===== config.mk =====
export PLATFORM = sky130hd
export DESIGN_NAME = code_conv_seq
export DESIGN_NICKNAME = d
export VERILOG_FILES = /design/src/rtl/code_conv_pkg.sv /design/src/rtl/bcd_dabble_step.sv /design/src/rtl/code_conv_seq.sv
export SDC_FILE = /design/constraint.sdc
export NUM_CORES = 1
export LEC_CHECK = 0
export CORE_UTILIZATION = 40
export CTS_BUF_LIST = sky130_fd_sc_hd__clkbuf_16
export DETAILED_ROUTE_END_ITERATION = 12
export REMOVE_ABC_BUFFERS = 1
export SYNTH_ARGS = -nofsm -noshare
export SYNTH_HDL_FRONTEND = slang
export SYNTH_SLANG_ARGS = --single-unit

===== constraint.sdc =====
create_clock -name clk -period 2.1 [get_ports clk]
set_clock_uncertainty 0.05 [all_clocks]
set_input_delay 0.525 -clock clk [delete_from_list [all_inputs] [get_ports clk]]
set_output_delay 0.525 -clock clk [all_outputs]
set_load 0.03 [all_outputs]

===== src/rtl/code_conv_pkg.sv =====
// Shared encodings and sizing helper for the sequenced code converter.
package code_conv_pkg;

  localparam logic [1:0] MODE_B2G     = 2'd0;
  localparam logic [1:0] MODE_G2B     = 2'd1;
  localparam logic [1:0] MODE_B2BCD   = 2'd2;
  localparam logic [1:0] MODE_BCD2XS3 = 2'd3;

  typedef enum logic {
    ST_IDLE = 1'b0,
    ST_RUN  = 1'b1
  } state_e;

  // BCD digits needed for a w-bit binary value: ceil(w * log10(2)).
  function automatic int unsigned calc_ndig(input int unsigned w);
    return (w * 302 + 999) / 1000;
  endfunction

endpackage


===== src/rtl/bcd_dabble_step.sv =====
// One double-dabble iteration: add 3 to every digit >= 5, then shift in one binary bit.
module bcd_dabble_step #(
  parameter int unsigned NDIG = 2
) (
  input  logic [4*NDIG-1:0] bcd_i,
  input  logic              bit_i,
  output logic [4*NDIG-1:0] bcd_o
);

  logic [4*NDIG-1:0] adj;

  always_comb begin
    adj = bcd_i;
    for (int i = 0; i < NDIG; i++) begin
      if (bcd_i[4*i +: 4] >= 4'd5) adj[4*i +: 4] = bcd_i[4*i +: 4] + 4'd3;
    end
  end

  assign bcd_o = {adj[4*NDIG-2:0], bit_i};

endmodule


===== src/rtl/code_conv_seq.sv =====
// Sequenced W-bit converter (B2G, G2B, B2BCD, BCD2XS3) with start/busy/done handshake.
// Define CONV_PARITY_EN to add the registered dout_par output.
module code_conv_seq
  import code_conv_pkg::*;
#(
  parameter int unsigned W = 4
) (
  input  logic                      clk,
  input  logic                      rst_n,
  input  logic                      start,
  input  logic                      abort,
  input  logic [1:0]                mode,
  input  logic [W-1:0]              din,
  output logic                      busy,
  output logic                      done,
  output logic [4*calc_ndig(W)-1:0] dout,
  output logic                      err
`ifdef CONV_PARITY_EN
  ,
  output logic                      dout_par
`endif
);

  localparam int unsigned NDIG = calc_ndig(W);
  localparam int unsigned OW   = 4 * NDIG;
  localparam int unsigned NNIB = (W + 3) / 4;
  localparam int unsigned PW   = 4 * NNIB;
  localparam int unsigned CW   = $clog2(W + 1);

  state_e          state_q, state_d;
  logic [CW-1:0]   cnt_q, cnt_d;
  logic [1:0]      mode_q, mode_d;
  logic [W-1:0]    din_q, din_d;
  logic [OW-1:0]   acc_q, acc_d;
  logic [OW-1:0]   dout_q, dout_d;
  logic            err_q, err_d;
  logic            done_q, done_d;
  logic [OW-1:0]   dabble_out, result;
  logic [PW-1:0]   dpad;
  logic [3:0]      nib;
  logic            xs3_err;
  logic            g2b_bit;
  logic            finish;

  bcd_dabble_step #(
    .NDIG(NDIG)
  ) u_dabble (
    .bcd_i(acc_q),
    .bit_i(din_q[W-1]),
    .bcd_o(dabble_out)
  );

  assign dpad    = PW'(din_q);
  assign g2b_bit = acc_q[0] ^ din_q[W-1];

  // Step/result datapath; for serial modes the result is also the next accumulator.
  always_comb begin
    result  = '0;
    xs3_err = 1'b0;
    nib     = '0;
    case (mode_q)
      MODE_B2G:   result[W-1:0] = din_q ^ (din_q >> 1);
      MODE_G2B:   result = {acc_q[OW-2:0], g2b_bit};
      MODE_B2BCD: result = dabble_out;
      default: begin
        for (int i = 0; i < NNIB; i++) begin
          nib = dpad[4*i +: 4];
          result[4*i +: 4] = nib + 4'd3;
          if (nib > 4'd9) xs3_err = 1'b1;
        end
      end
    endcase
  end

  always_comb begin
    state_d = state_q;
    cnt_d   = cnt_q;
    mode_d  = mode_q;
    din_d   = din_q;
    acc_d   = acc_q;
    dout_d  = dout_q;
    err_d   = err_q;
    done_d  = 1'b0;
    finish  = 1'b0;
    unique case (state_q)
      ST_IDLE: begin
        if (start) begin
          state_d = ST_RUN;
          mode_d  = mode;
          din_d   = din;
          acc_d   = '0;
          cnt_d   = (mode == MODE_G2B || mode == MODE_B2BCD) ? CW'(W) : CW'(1);
        end
      end
      ST_RUN: begin
        if (abort) begin
          state_d = ST_IDLE;
        end else begin
          cnt_d = cnt_q - CW'(1);
          acc_d = result;
          din_d = din_q << 1;
          if (cnt_q == CW'(1)) begin
            finish  = 1'b1;
            state_d = ST_IDLE;
            dout_d  = result;
            err_d   = xs3_err;
            done_d  = 1'b1;
          end
        end
      end
      default: state_d = ST_IDLE;
    endcase
  end

  always_ff @(posedge clk or negedge rst_n) begin
    if (!rst_n) begin
      state_q <= ST_IDLE;
      cnt_q   <= '0;
      mode_q  <= '0;
      din_q   <= '0;
      acc_q   <= '0;
      dout_q  <= '0;
      err_q   <= 1'b0;
      done_q  <= 1'b0;
    end else begin
      state_q <= state_d;
      cnt_q   <= cnt_d;
      mode_q  <= mode_d;
      din_q   <= din_d;
      acc_q   <= acc_d;
      dout_q  <= dout_d;
      err_q   <= err_d;
      done_q  <= done_d;
    end
  end

`ifdef CONV_PARITY_EN
  logic par_q, par_d;

  always_comb begin
    par_d = par_q;
    if (finish) par_d = ^result;
  end

  always_ff @(posedge clk or negedge rst_n) begin
    if (!rst_n) par_q <= 1'b0;
    else        par_q <= par_d;
  end

  assign dout_par = par_q;
`endif

  always_comb begin
    busy = (state_q == ST_RUN);
    done = done_q;
    dout = dout_q;
    err  = err_q;
  end

endmodule

==> summary.md <==
| Metric | Value |
|---|---|
| Status | complete, no violations |
| Initial antenna violation count | 0 |
| Die Y | 68.0 um |
| FF+latch count, synth | 28 |
| Nets | roughly 240 |
| Core Area | 4090 sq um |
| CTS tree | built |
| Setup-failing EPs final | 0 |
| Setup repair bufs after CTS | 0 |
| GP Congestion | approximately 0.80 |
| Horiz. Die Dim | around 68 um |
| Die area | roughly 4600 sq um |
| Post-cts resize count | 0 |
| Clock Sinks | 28 |
| Hold_buf cts | 0 |
| Clock tree buffer depth | 2 |
| PortBufs | 20 |
| Critical hold path startpoint | err$_DFFE_PN0P_ |
| Area of the multi-input gates | approximately 940 sq um |
| Tightest Hold Check Type | flip-flop to flip-flop |
| Leakage dissipation | ~0.96 nW |
| Fmax | roughly 520 MHz |
| Arr. time, crit path | between 2000 and 2500 ps |
| Clk slew on worst S/H paths | ~70 ps |
| Post-synth design cell area | 1740 sq um |
| Maximum net fanout on the critical path | 6 |
| Largest delay share family, worst path | simple AND/OR/NAND/NOR gates |
| Vias in the first global route | 1407 |
| Post-synthesis sequential area ratio | 0.402 |
| Initial DRC count | around 120 |
| Yosys warns | 0 |
| Storage element area | roughly 700 sq um |
| Power Density | 1300 nW/um^2 |
| R2R Path Start | mode_q[0]$_DFFE_PN0P_ |
| Area Growth Syn to Fin | 22.6% |
| Setup crit end kind | flip-flop |
| Normalized max-slew margin | 0.684 |
| Synth cell types | 40 |
| Num CTS Buffers | 3 |
| Sum Neg Setup Slack | 0 ps |
| Fill cells | between 300 and 400 |
| Final worst slack | 162 ps |
| CP Cell Sequence | inv_1 > ha_1 > inv_4 > or4_4 > a32oi_2 > a22o_1 |
| R2R depth | 6 |
| Max VDD drop | 654 uV |
| Final period util | 0.923 |
| RSZ-0062 raised after global routing | no |
| Commonest non-fill, non-tap cells in the layout | nand2_1 (29), dfrtp_1 (28), o21ai_0 (20), clkdlybuf4s50_1 (20), ha_1 (17) |
| RR Endpoint | acc_q[3]$_DFFE_PN0P_ |
| DRC | 0 |
| Via/cell ratio | between 5 and 6 |
| First-pass iteration count of the detailed router | 4 |
| Slew Limit Fails | 0 |
| DRT Wirelength | ~4 mm |
| Rows | 23 |
| ANT nets after route | 0 |
| Max cap viols | 0 |
| Flop-to-flop setup slack | 160 ps |
| Hold depth | 2 |
| Remaining Overflow, GRT | 0 |
| Antenna fix cells | 0 |
| Most common cell after layout, fill and taps aside | nand2_1 |
| Global-route usage over all layers | 0.201 |
| Root Buffer | clkbuf_16 |
| Fin util | 0.522 |
| Final Hold Viols | 0 |
| DP HPWL | around 3 mm |
| Largest net degree at the start of global routing | 29 |
| CP Launch Type | flip-flop |
| Initial core utilization | 0.426 |
| Hold Path Sink | err$_DFFE_PN0P_ |
| Dpl ws | approximately 4.5 ps |
| Minimum clock period | roughly 1900 ps |
| Worst Setup SP | mode_q[0]$_DFFE_PN0P_ |
| Critical Path RT | around 2300 ps |
| H-tree levels | 1 |
| Mapped Cells | ~190 |
| Clk_lat worst skew | roughly 260 ps |
| Worst-Margin Slew | roughly 470 ps |
| Slowest stage delay, CP | approximately 540 ps |
| First-pass GRT wire length | about 6.8 mm |
| Post-Syn Area per Cell | approximately 9.3 sq um |
| CP max stage cell | or4_4 |
| Via Count | 1466 |
| Crit Path Class | flip-flop to flip-flop |
| Share of cells above drive strength 1 | 0.0884 |
| Crit path buffers/inverters | 2 |
| IO Count | 21 |
| Routed WL per cell | approximately 15 um |
## tightest hold or removal path: cells and delay by family (launching register included)
kind             cells  cell delay, ps
DFF                  1             340
and+or+nand+nor      2             100
## worst max-delay path by stage
stage                                       to  slack (ps)  cells after the start
after global routing      acc_q[3]$_DFFE_PN0P_         100                      6
after CTS                 acc_q[3]$_DFFE_PN0P_         170                      6
final                     acc_q[3]$_DFFE_PN0P_         160                      6
after global placement    cnt_q[2]$_DFFE_PN0P_         120                      6
after detailed placement  cnt_q[2]$_DFFE_PN0P_           4                      6
after floorplan            dout[3]$_DFFE_PN0P_         100                      4
## flip-flops by register name (all words and copies together), names as in the netlist
register and cells:
dout 8, done 1, busy 1, err 1
cnt_q 3, mode_q 2, acc_q 8, din_q 4
## final cells by class
cell class | instances | area share
timing repair buffer | 31 | 0.138
clock inverter | 1 | 0.00176
sequential | 28 | 0.328
inverter | 15 | 0.0275
tap | 50 | 0.0293
clock buffer | 3 | 0.0352
multi-input combinational | 137 | 0.440
## cell usage after synthesis (all sizes together)
library cell	instances	area (sq um)
o211ai	3	22.5
a221oi	2	17.5
xnor2	1	8.76
nand3b	1	7.51
a22o	5	43.8
o32a	1	10.0
a21o	2	15.0
and3	1	6.26
nand2b	5	31.3
or4	1	11.3
o311ai	1	8.76
a22oi	1	7.51
xor2	4	35.0
mux2	1	11.3
a31oi	1	6.26
a32oi	2	25.0
mux2i	4	40.0
buf	6	36.3
a2111oi	1	8.76
ha	17	213
a211oi	3	22.5
nor2	5	21.3
a221o	1	10.0
nand3	3	15.0
inv	15	58.8
nand2	30	115
nor2b	5	31.3
o2111ai	2	17.5
dfrtp	28	701
nor3b	1	7.51
o21ai	20	100
a21oi	10	50.1
clkbuf	2	7.51
and2	2	12.5
nand4	1	6.26
## cells by family after synthesis
logic type,after synthesis,synth area share
xor gates and xnor gates,5,0.0251
buffers and inverters,23,0.0589
and+or+nand+nor,55,0.152
adders and majority gates,17,0.122
AOI/OAI and AO/OA,55,0.210
DFF,28,0.402
muxes,5,0.0295
## routing by layer
metal  track usage  up-vias  routed length, um
met2         0.335       45               1950
met5             0        -                  0
met1         0.263      703               1840
met4        0.0755        0                 48
li1              -      714                  -
met3        0.0267        4                162
## power by group
group	internal (W)	leakage [nW]	switching, W
Sequential	0.000717	0.366	0.000206
Combinational	0.000606	0.560	0.000815
Clock	0.000256	0.0385	0.000186
## per-stage QoR
stage	cells	instance area [sq um]	hold slack, ps	power, W
finish	265	2130	418	0.00278
global route	265	2130	444	0.00301
CTS	265	2130	422	0.00279
detailed placement	261	2060	408	0.00234
global placement	261	2060	408	0.00229
floorplan	180	1700	179	0.00180
(Power assumes the default switching activity.)
